<file path="config.mk">
export PLATFORM = sky130hd
export DESIGN_NAME = bus_rr_scheduler_flat
export DESIGN_NICKNAME = d
export VERILOG_FILES = /design/src/rtl/bus_rr_scheduler_pkg.sv /design/src/rtl/bus_rr_scheduler_if.sv /design/src/rtl/bus_rr_scheduler_rr_arbiter.sv /design/src/rtl/bus_rr_scheduler.sv /design/src/flat_wrapper.sv
export SDC_FILE = /design/constraint.sdc
export NUM_CORES = 1
export LEC_CHECK = 0
export ABC_CLOCK_PERIOD_IN_PS = 1700
export CAP_MARGIN = 15
export CORE_MARGIN = 3
export CORE_UTILIZATION = 42
export CTS_BUF_LIST = sky130_fd_sc_hd__clkbuf_8
export CTS_CLUSTER_DIAMETER = 50
export DETAILED_ROUTE_END_ITERATION = 8
export GPL_ROUTABILITY_DRIVEN = 0
export PLACE_DENSITY = 0.75
export SETUP_SLACK_MARGIN = 0.05
export SLEW_MARGIN = 20
export SYNTH_ARGS = -nofsm -noshare
export SYNTH_HDL_FRONTEND = slang
export SYNTH_SLANG_ARGS = --single-unit
</file>
<file path="constraint.sdc">
create_clock -name clk -period 1.7 [get_ports clk]
set_input_delay 0.34 -clock clk [delete_from_list [all_inputs] [get_ports clk]]
set_output_delay 0.34 -clock clk [all_outputs]
set_load 0.005 [all_outputs]
</file>
<file path="src/rtl/bus_rr_scheduler_pkg.sv">
// Shared types and helpers for the bus round-robin scheduler.
//   sched_state_t : transaction phase (IDLE -> POP -> PUSH)
//   dest_of()     : extracts the 8-bit destination ID from a packet's top byte
package bus_sched_pkg;

    localparam int ID_W      = 8;
    // Widest packet dest_of() can decode; callers zero-extend into this width.
    localparam int PKT_MAX_W = 256;

    typedef enum logic [1:0] {
        IDLE,
        POP,
        PUSH
    } sched_state_t;

    // pkt_w is the real packet width; the ID is the top ID_W bits of that width.
    function automatic logic [ID_W-1:0] dest_of(input logic [PKT_MAX_W-1:0] pkt,
                                                input int                   pkt_w);
        logic [PKT_MAX_W-1:0] shifted;
        shifted = pkt >> (pkt_w - ID_W);
        return shifted[ID_W-1:0];
    endfunction

endpackage

</file>
<file path="src/rtl/bus_rr_scheduler_if.sv">
// Device-side bus bundle for bus_rr_scheduler.
//   pndng  : per-device FIFO non-empty
//   D_pop  : per-device head-of-FIFO packet (first-word fall-through)
//   pop    : one-hot dequeue pulse to the granted FIFO
//   push   : destination strobe(s)
//   D_push : packet on the shared bus, valid while any push bit is high
//   drop   : packet discarded (bad destination or destination == source)
// master = scheduler side, slave = device/FIFO side.
interface bus_rr_scheduler_if #(
    parameter int drvrs   = 4,
    parameter int pckg_sz = 16
);
    logic [drvrs-1:0]              pndng;
    logic [drvrs-1:0][pckg_sz-1:0] D_pop;
    logic [drvrs-1:0]              pop;
    logic [drvrs-1:0]              push;
    logic [pckg_sz-1:0]            D_push;
    logic                          drop;

    modport master (
        input  pndng, D_pop,
        output pop, push, D_push, drop
    );

    modport slave (
        output pndng, D_pop,
        input  pop, push, D_push, drop
    );
endinterface

</file>
<file path="src/rtl/bus_rr_scheduler_rr_arbiter.sv">
// Combinational rotating-priority arbiter.
//   req     : request vector
//   ptr     : index of the last winner; search starts at ptr+1 and wraps
//   gnt_idx : index of the winning requester (0 when no request)
//   any_req : at least one request present
module rr_arbiter #(
    parameter int N  = 4,
    parameter int PW = (N > 1) ? $clog2(N) : 1
) (
    input  logic [N-1:0]  req,
    input  logic [PW-1:0] ptr,
    output logic [PW-1:0] gnt_idx,
    output logic          any_req
);

    logic [PW-1:0] idx;
    logic          found;

    always_comb begin
        gnt_idx = '0;
        idx     = '0;
        found   = 1'b0;
        for (int k = 1; k <= N; k++) begin
            idx = PW'((int'(ptr) + k) % N);
            if (!found && req[idx]) begin
                gnt_idx = idx;
                found   = 1'b1;
            end
        end
    end

    assign any_req = |req;

endmodule

</file>
<file path="src/rtl/bus_rr_scheduler.sv">
// Round-robin scheduler for a shared packet bus between drvrs device FIFOs.
// Grants one requester, pops its head packet, then routes it to the decoded
// destination (or all others on broadcast); one packet per 3-cycle transaction.
//   clk, reset         : clock; asynchronous active-high reset
//   bus (master)       : pndng/D_pop in, pop/push/D_push/drop out (all registered)
//   pkt_cnt, drop_cnt  : only when BUS_SCHED_STATS_EN is defined; saturating
//                        counts of delivered and dropped packets
//
// state | meaning
// IDLE  | waiting for any pndng; grants and latches the packet on the next edge
// POP   | pop pulse out; routing decode of the latched packet
// PUSH  | push/drop pulse out; returns to IDLE
module bus_rr_scheduler
    import bus_sched_pkg::*;
#(
    parameter int          drvrs     = 4,
    parameter int          pckg_sz   = 16,
    parameter logic [7:0]  broadcast = 8'hFF
) (
    input  logic                clk,
    input  logic                reset,
    bus_rr_scheduler_if.master  bus
`ifdef BUS_SCHED_STATS_EN
    ,
    output logic [31:0]         pkt_cnt,
    output logic [15:0]         drop_cnt
`endif
);

    localparam int               PW  = (drvrs > 1) ? $clog2(drvrs) : 1;
    localparam logic [drvrs-1:0] ONE = drvrs'(1);

    sched_state_t       state_q;
    logic [PW-1:0]      ptr_q;
    logic [PW-1:0]      grant_q;
    logic [pckg_sz-1:0] pkt_q;

    logic [PW-1:0]      gnt_idx;
    logic               any_req;
    logic [ID_W-1:0]    dest;
    logic [drvrs-1:0]   route;
    logic               bad_dest;

    rr_arbiter #(.N(drvrs), .PW(PW)) u_arb (
        .req     (bus.pndng),
        .ptr     (ptr_q),
        .gnt_idx (gnt_idx),
        .any_req (any_req)
    );

    assign dest = dest_of(PKT_MAX_W'(pkt_q), pckg_sz);

    // Broadcast never loops back to the source; unicast to self is a drop.
    always_comb begin
        route    = '0;
        bad_dest = 1'b0;
        if (dest == broadcast) begin
            route = ~(ONE << grant_q);
        end else if (int'(dest) < drvrs && int'(dest) != int'(grant_q)) begin
            route = ONE << dest;
        end else begin
            bad_dest = 1'b1;
        end
    end

    always_ff @(posedge clk or posedge reset) begin
        if (reset) begin
            state_q    <= IDLE;
            ptr_q      <= PW'(drvrs - 1);
            grant_q    <= '0;
            pkt_q      <= '0;
            bus.pop    <= '0;
            bus.push   <= '0;
            bus.D_push <= '0;
            bus.drop   <= 1'b0;
        end else begin
            case (state_q)
                IDLE: begin
                    if (any_req) begin
                        grant_q <= gnt_idx;
                        ptr_q   <= gnt_idx;
                        pkt_q   <= bus.D_pop[gnt_idx];
                        bus.pop <= ONE << gnt_idx;
                        state_q <= POP;
                    end
                end
                POP: begin
                    bus.pop    <= '0;
                    bus.D_push <= pkt_q;
                    bus.push   <= route;
                    bus.drop   <= bad_dest;
                    state_q    <= PUSH;
                end
                PUSH: begin
                    bus.push <= '0;
                    bus.drop <= 1'b0;
                    state_q  <= IDLE;
                end
                default: state_q <= IDLE;
            endcase
        end
    end

`ifdef BUS_SCHED_STATS_EN
    // push/drop are only ever non-zero while in PUSH.
    always_ff @(posedge clk or posedge reset) begin
        if (reset) begin
            pkt_cnt  <= '0;
            drop_cnt <= '0;
        end else begin
            if (|bus.push && pkt_cnt != '1) begin
                pkt_cnt <= pkt_cnt + 32'd1;
            end
            if (bus.drop && drop_cnt != '1) begin
                drop_cnt <= drop_cnt + 16'd1;
            end
        end
    end
`endif

endmodule
</file>
<file path="src/flat_wrapper.sv">
// flat-port wrapper written by rule: the top's interface ports become plain ports
module bus_rr_scheduler_flat import bus_sched_pkg::*;
#(
    parameter int          drvrs     = 4,
    parameter int          pckg_sz   = 16,
    parameter logic [7:0]  broadcast = 8'hFF
)
  (clk, reset, bus_pndng, bus_D_pop, bus_pop, bus_push, bus_D_push, bus_drop);
  bus_rr_scheduler_if #(.drvrs(drvrs), .pckg_sz(pckg_sz)) bus_i ();
  input  logic clk;
  input  logic reset;
  input wire logic [$bits(bus_i.pndng)-1:0] bus_pndng;
  input wire logic [$bits(bus_i.D_pop)-1:0] bus_D_pop;
  output wire logic [$bits(bus_i.pop)-1:0] bus_pop;
  output wire logic [$bits(bus_i.push)-1:0] bus_push;
  output wire logic [$bits(bus_i.D_push)-1:0] bus_D_push;
  output wire logic [$bits(bus_i.drop)-1:0] bus_drop;
  assign bus_i.pndng = bus_pndng;
  assign bus_i.D_pop = bus_D_pop;
  assign bus_pop = bus_i.pop;
  assign bus_push = bus_i.push;
  assign bus_D_push = bus_i.D_push;
  assign bus_drop = bus_i.drop;
  bus_rr_scheduler #(.drvrs(drvrs), .pckg_sz(pckg_sz), .broadcast(broadcast)) u_core (.clk(clk), .reset(reset), .bus(bus_i));
endmodule
</file>
[Yosys cells after proc, flatten, opt, wreduce, memory -nomap -nowiden]
Index checks and enable logic that the tools add are counted.
Storage, ports and cells
  register bits after elaboration: 47
  input bits: 70
  logic and storage cells: 67
Operators by class
  $add $sub $neg: 4
  order comparisons: 6
  eq/ne operators: 5
  shift operators: 3
  multiplexer cells: 27
  bitwise gates (word level): 1
  reductions and logical operators: 13
Operators with widths (count)
  $bmux W16 S2: 1
  $mux W16: 1
  $pmux W4 S2: 2
  $lt A2 B3 Y1 const B: 5
  $mux W4: 3
  $mux W2: 5
  $mux W1: 9
  $bmux W1 S2: 4
  $eq A8 B8 Y1 const B: 1
  $lt A8 B3 Y1 const B: 1
  $ne A8 B3 Y1: 1
  $shl A1 B2 Y4 const A: 2
  $shl A1 B8 Y4 const A: 1
  $add A2 B1 Y2 const B: 2
  $add A2 B2 Y2 const B: 2
  $logic_and A1 B1 Y1: 4
  $not A4 Y4: 1
  $pmux W2 S2: 1
  $reduce_and A2 Y1: 2
  $reduce_bool A2 Y1: 2
  $reduce_or A4 Y1: 1
  $logic_not A1 Y1: 3
  $eq A2 B1 Y1 const B: 1
  $eq A2 B2 Y1 const B: 1
  3 further kinds: 3

[Logic depth before layout (Yosys ltp)]
  word-level depth: 16
  mapped depth: 8
  mapped depth without buffers: 5

[Hierarchy]
From an unflattened synthesis, not the netlist that was laid out.
Second synthesis, totals
  cells, all modules: 184
  area total of the unflattened synthesis: 2404.8 um2
Modules (own cells, without submodules)
  bus_rr_scheduler: instances 1, cells an instance 170, area an instance 2323.5 um2, sequential area each 1178.6 um2
  rr_arbiter: instances 1, cells an instance 14, area an instance 81.3 um2, sequential area each 0.0 um2

[Worst setup path after synthesis]
OpenSTA, ideal clock, no wires.
  path kind: register -> register
  from: reg u_core.ptr_q[0]
  to: reg u_core.pkt_q[0]
  setup time: 132 ps
  data arrival time: 1577 ps
  required time: 1568 ps
  setup slack: -9 ps
  stages on the path, launching flop included: 8
  cell sequence: dfstp_2 > buf_2 > o211ai_1 > o2111ai_4 > buf_6 > mux2_4 > nand2_1 > a21oi_1
On the way
  longest elaborated chain between the ends: 15
  elaborated cells on any way between the ends: 27
  classes of those cells: add/sub: 4; mux: 17; reduce/logical: 6
RTL lines
  start, declared: line bus_rr_scheduler.sv:34  | logic [PW-1:0] ptr_q;
  start signal, assigned: line bus_rr_scheduler.sv:69  | ptr_q <= PW'(drvrs - 1);
  start signal, assigned: line bus_rr_scheduler.sv:81  | ptr_q <= gnt_idx;
  $add A2 B1 Y2: line bus_rr_scheduler_rr_arbiter.sv:24  | idx = PW'((int'(ptr) + k) % N);
  $bmux W1 S2: line bus_rr_scheduler_rr_arbiter.sv:25  | if (!found && req[idx]) begin
  $mux W1 (not written as such): line bus_rr_scheduler_rr_arbiter.sv:25
  $mux W1: line bus_rr_scheduler_rr_arbiter.sv:25
  $logic_not A1 Y1: line bus_rr_scheduler_rr_arbiter.sv:25
  $logic_and A1 B1 Y1: line bus_rr_scheduler_rr_arbiter.sv:25
  $mux W1: line bus_rr_scheduler_rr_arbiter.sv:25
  $logic_not A1 Y1: line bus_rr_scheduler_rr_arbiter.sv:25
  $logic_and A1 B1 Y1: line bus_rr_scheduler_rr_arbiter.sv:25
  $mux W1: line bus_rr_scheduler_rr_arbiter.sv:25
  $logic_not A1 Y1: line bus_rr_scheduler_rr_arbiter.sv:25
  $logic_and A1 B1 Y1: line bus_rr_scheduler_rr_arbiter.sv:25
  $mux W2 *: line bus_rr_scheduler_rr_arbiter.sv:25
  $bmux W16 S2 *: line bus_rr_scheduler.sv:82  | pkt_q <= bus.D_pop[gnt_idx];
  $mux W16 (not written as such) *: line bus_rr_scheduler.sv:82
  end signal, assigned: line bus_rr_scheduler.sv:82
  end, declared: line bus_rr_scheduler.sv:36  | logic [pckg_sz-1:0] pkt_q;
Mark *: on every way between the ends. The rest lies on a longest branch, timed or not. The select of a mux whose other input is x is not followed.
A chain may end at the register's enable or synchronous reset.

[Worst setup path in the final report]
  from: reg u_core.ptr_q[1]
  to: reg u_core.pkt_q[12]
Same word-level chain as after synthesis.

==> flow_summary.json <==
{
  "rsz0062_at_grt": "true",
  "yosysWarnings": 0,
  "antenna_left": 0,
  "core_area_mm2": 0.00599,
  "regArea_mm2": 0.00118,
  "fin_cells": 455,
  "viasPerCell": 5.51,
  "antenna_found_initial": 0,
  "clock_sinks": 47,
  "power_density_mw_per_mm2": 1660,
  "hold_slack_ns": 0.369,
  "clockPowerShare": 0.103,
  "setup-violations-final": 16,
  "netlist_area_mm2": 0.00262,
  "grt_overflow": 0,
  "yosysMostFrequentCell": "dfrtp_1",
  "placedInstanceArea_mm2": 0.00387,
  "drive_above_1_share": 0.311,
  "critPathArrivalTime_ns": 2.06,
  "max_slew_margin": 0.763,
  "p_total_mw": 7.00,
  "synth_compound_area_frac": 0.179,
  "finalHoldViolCount": 0,
  "grt_pass1_vias": 2512,
  "drc": 0,
  "tritoncts": "done",
  "die_area_mm2": 0.00722,
  "path_class": "flip-flop to flip-flop",
  "path_cells": "buf_6 > nand3b_1 > o2111ai_4 > clkbuf_16 > mux2_2 > nand2_1 > a21oi_1",
  "syn_avg_cell_area_um2": 10.1,
  "synthAdderAreaFrac": 0.0191,
  "ir_drop_uv": 834,
  "cp_slowest_cell": "dfstp_2",
  "max_cap_viol_count": 0,
  "fmax_mhz": 539,
  "seqPwrFrac": 0.304,
  "p_leak_nw": 1.79,
  "cts_hold_buf": 0,
  "cts_max_level": 2,
  "hold_path_class": "input port to asynchronous set/reset pin",
  "wirelength_um": 7790,
  "crit_path_end_kind": "flip-flop",
  "synth-seq-cells": 47,
  "dpl.hpwl_um": 5520,
  "violations": "setup timing",
  "track_usage": 0.209,
  "synth_edf_count": 0,
  "finalCritPeriodShare": 1.09,
  "yosys.area_share.simple": 0.131,
  "final_area_mm2": 0.00421,
  "die_w_um": 84.9,
  "synthMuxAreaShare": 0.163,
  "grt_pass1_wl_um": 11900,
  "portBuffers": 94,
  "fp.dieH_um": 84.9,
  "io-pin-count": 95,
  "yosys.area.top_type": "dfrtp_1",
  "vias": 2505,
  "num-fill-cells": 446,
  "worst_slack_ns": -0.156,
  "synth_nets": 333,
  "cts_buffer_depth": 2,
  "yosys-top-cells-count": "dfrtp_1, nor2_1, mux2_2",
  "post_drt_wl_per_cell_um": 17.1,
  "finalClockSkew_ns": 0.0160,
  "r2r_setup_slack_ns": -0.16,
  "async_reset_ff_frac": 1.00,
  "syn-instance-count": 259,
  "cp-start-kind": "flip-flop",
  "synthFlopType": "dfrtp_1",
  "path_clk_slew_ns": 0.10,
  "slew_violations": 0,
  "dp.cells": 441,
  "syn2layout_area_growth_pct": 60.7,
  "timing.rr.end": "u_core.pkt_q[12]",
  "synth_xor_area_frac": 0.00669,
  "cts-buffers-inserted": 5,
  "r2r_start": "u_core.ptr_q[1]",
  "outcome": "complete, but fails checks",
  "fp-row-count": 28,
  "finalCriticalPeriod_ns": 1.86,
  "combPwrFrac": 0.592,
  "swShare": 0.376,
  "power_switching_mw": 2.63,
  "ys_types": 41,
  "grt_max_degree": 48,
  "post-route-util": 0.702,
  "drtIter0Drc": 110,
  "p_int_mw": 4.37,
  "initial_core_util": 0.437,
  "critPathRequiredTime_ns": 1.90,
  "slowest_delay_ns": 0.60,
  "worstPathMaxFanout": 5,
  "cts_root_buffer": "clkbuf_8",
  "cp_num_buf_inv": 2,
  "tightest_slew_ns": 0.355,
  "synth-seq-area-share": 0.450,
  "drt_first_pass_iters": 4,
  "diodes": 0,
  "critPathTopFamily": "flip-flops",
  "crit_start": "u_core.ptr_q[1]",
  "nets": 453,
  "multiInputGateArea_mm2": 0.00149,
  "worstRegToRegCells": 7,
  "synth_top_family_by_area": "compound AO/OA/AOI/OAI gates",
  "synthTopCellsByArea": "dfrtp_1, mux2_2, nor2_1",
  "clock_latency_ns": 0.31,
  "yosysTopAreaCellShare": 0.430
}
sequential cells by signal (all words and copies together), names as in the netlist:
| register | count |
|---|---|
| u_core.bus.D_push | 16 |
| u_core.pkt_q | 16 |
| u_core.bus.pop | 4 |
| u_core.bus.push | 4 |
| u_core.grant_q | 2 |
| u_core.ptr_q | 2 |
| u_core.state_q | 2 |
| u_core.bus.drop | 1 |
cell usage in the layout, fill, tap and decap left out, drive strengths merged:
cell type	instances
o32ai	2
o22a	4
o21ai	8
and2b	1
a221o	4
or2	1
mux2i	6
dfstp	2
a21o	2
o211ai	2
clkbuf	7
nand3b	1
and3	2
dlymetal6s2s	1
o221a	2
nor2	34
o31a	1
dfrtp	45
inv	12
o22ai	2
o2111ai	2
xnor2	2
ha	4
clkinv	1
clkdlybuf4s50	90
nand2	24
nand2b	3
nand4	2
mux2	31
a21oi	21
dlygate4sd2	3
nor2b	3
and2	2
buf	35
a21boi	1
nand3	4
a221oi	12
o311ai	1
worst min-delay path, stage by stage:
cell and delay (ns):
clkdlybuf4s50_1 0.41, inv_2 0.07, buf_12 0.24
cells by family (layout without fill, tap and decap cells):
group,count (synthesis),in the layout
AOI/OAI and AO/OA,64,64
xor gates and xnor gates,2,2
adders and majority gates,4,4
buffers and inverters,28,149
DFF,47,47
muxes,37,37
and+or+nand+nor,77,77
worst max-delay path by stage:
stage	to	slack, ns	cells past startpoint
global placement	u_core.pkt_q[3]	-0.50	5
global route	u_core.pkt_q[6]	-0.18	7
floorplan	u_core.pkt_q[0]	0.008	7
finish	u_core.pkt_q[12]	-0.16	7
detailed placement	u_core.pkt_q[9]	-0.54	5
CTS	u_core.pkt_q[11]	-0.09	7
routing by layer:
metal  GRT usage  up-vias  wire (µm)
li1            -     1170          -
met1       0.258     1207       3110
met2       0.359      119       3850
met3      0.0680        9        736
met4      0.0432        0         90
met5           0        -          0
power groups by stage:
stage	combinational (mW)	sequential (mW)	clock, mW
after global placement	3.52	2.12	0
after detailed placement	3.61	2.15	0
after floorplan	2.11	1.99	0
after CTS	3.73	2.13	0.731
after global routing	4.49	2.22	0.774
final	4.15	2.13	0.722
final cells by class:
cell class                 count  area share
multi-input combinational    184       0.353
timing repair buffer         130       0.312
sequential                    47       0.280
tap                           75      0.0223
clock buffer                   6      0.0196
inverter                      11     0.00982
clock inverter                 2     0.00297
repair_timing:
item / in CTS / in global routing
pin swaps: 6 / 8
setup endpoints to repair: 21 / 22
gates cloned: 0 / 2
resized for setup: 16 / 34
setup buffers: 1 / 3
stage by stage:
stage	setup TNS (ns)	worst slack (ns)
after floorplan	0	0.00826
after global placement	-9.31	-0.499
after detailed placement	-10.45	-0.543
after CTS	-0.988	-0.0917
after global routing	-2.45	-0.184
final	-1.65	-0.156
Power figures use the tool's default switching activity.
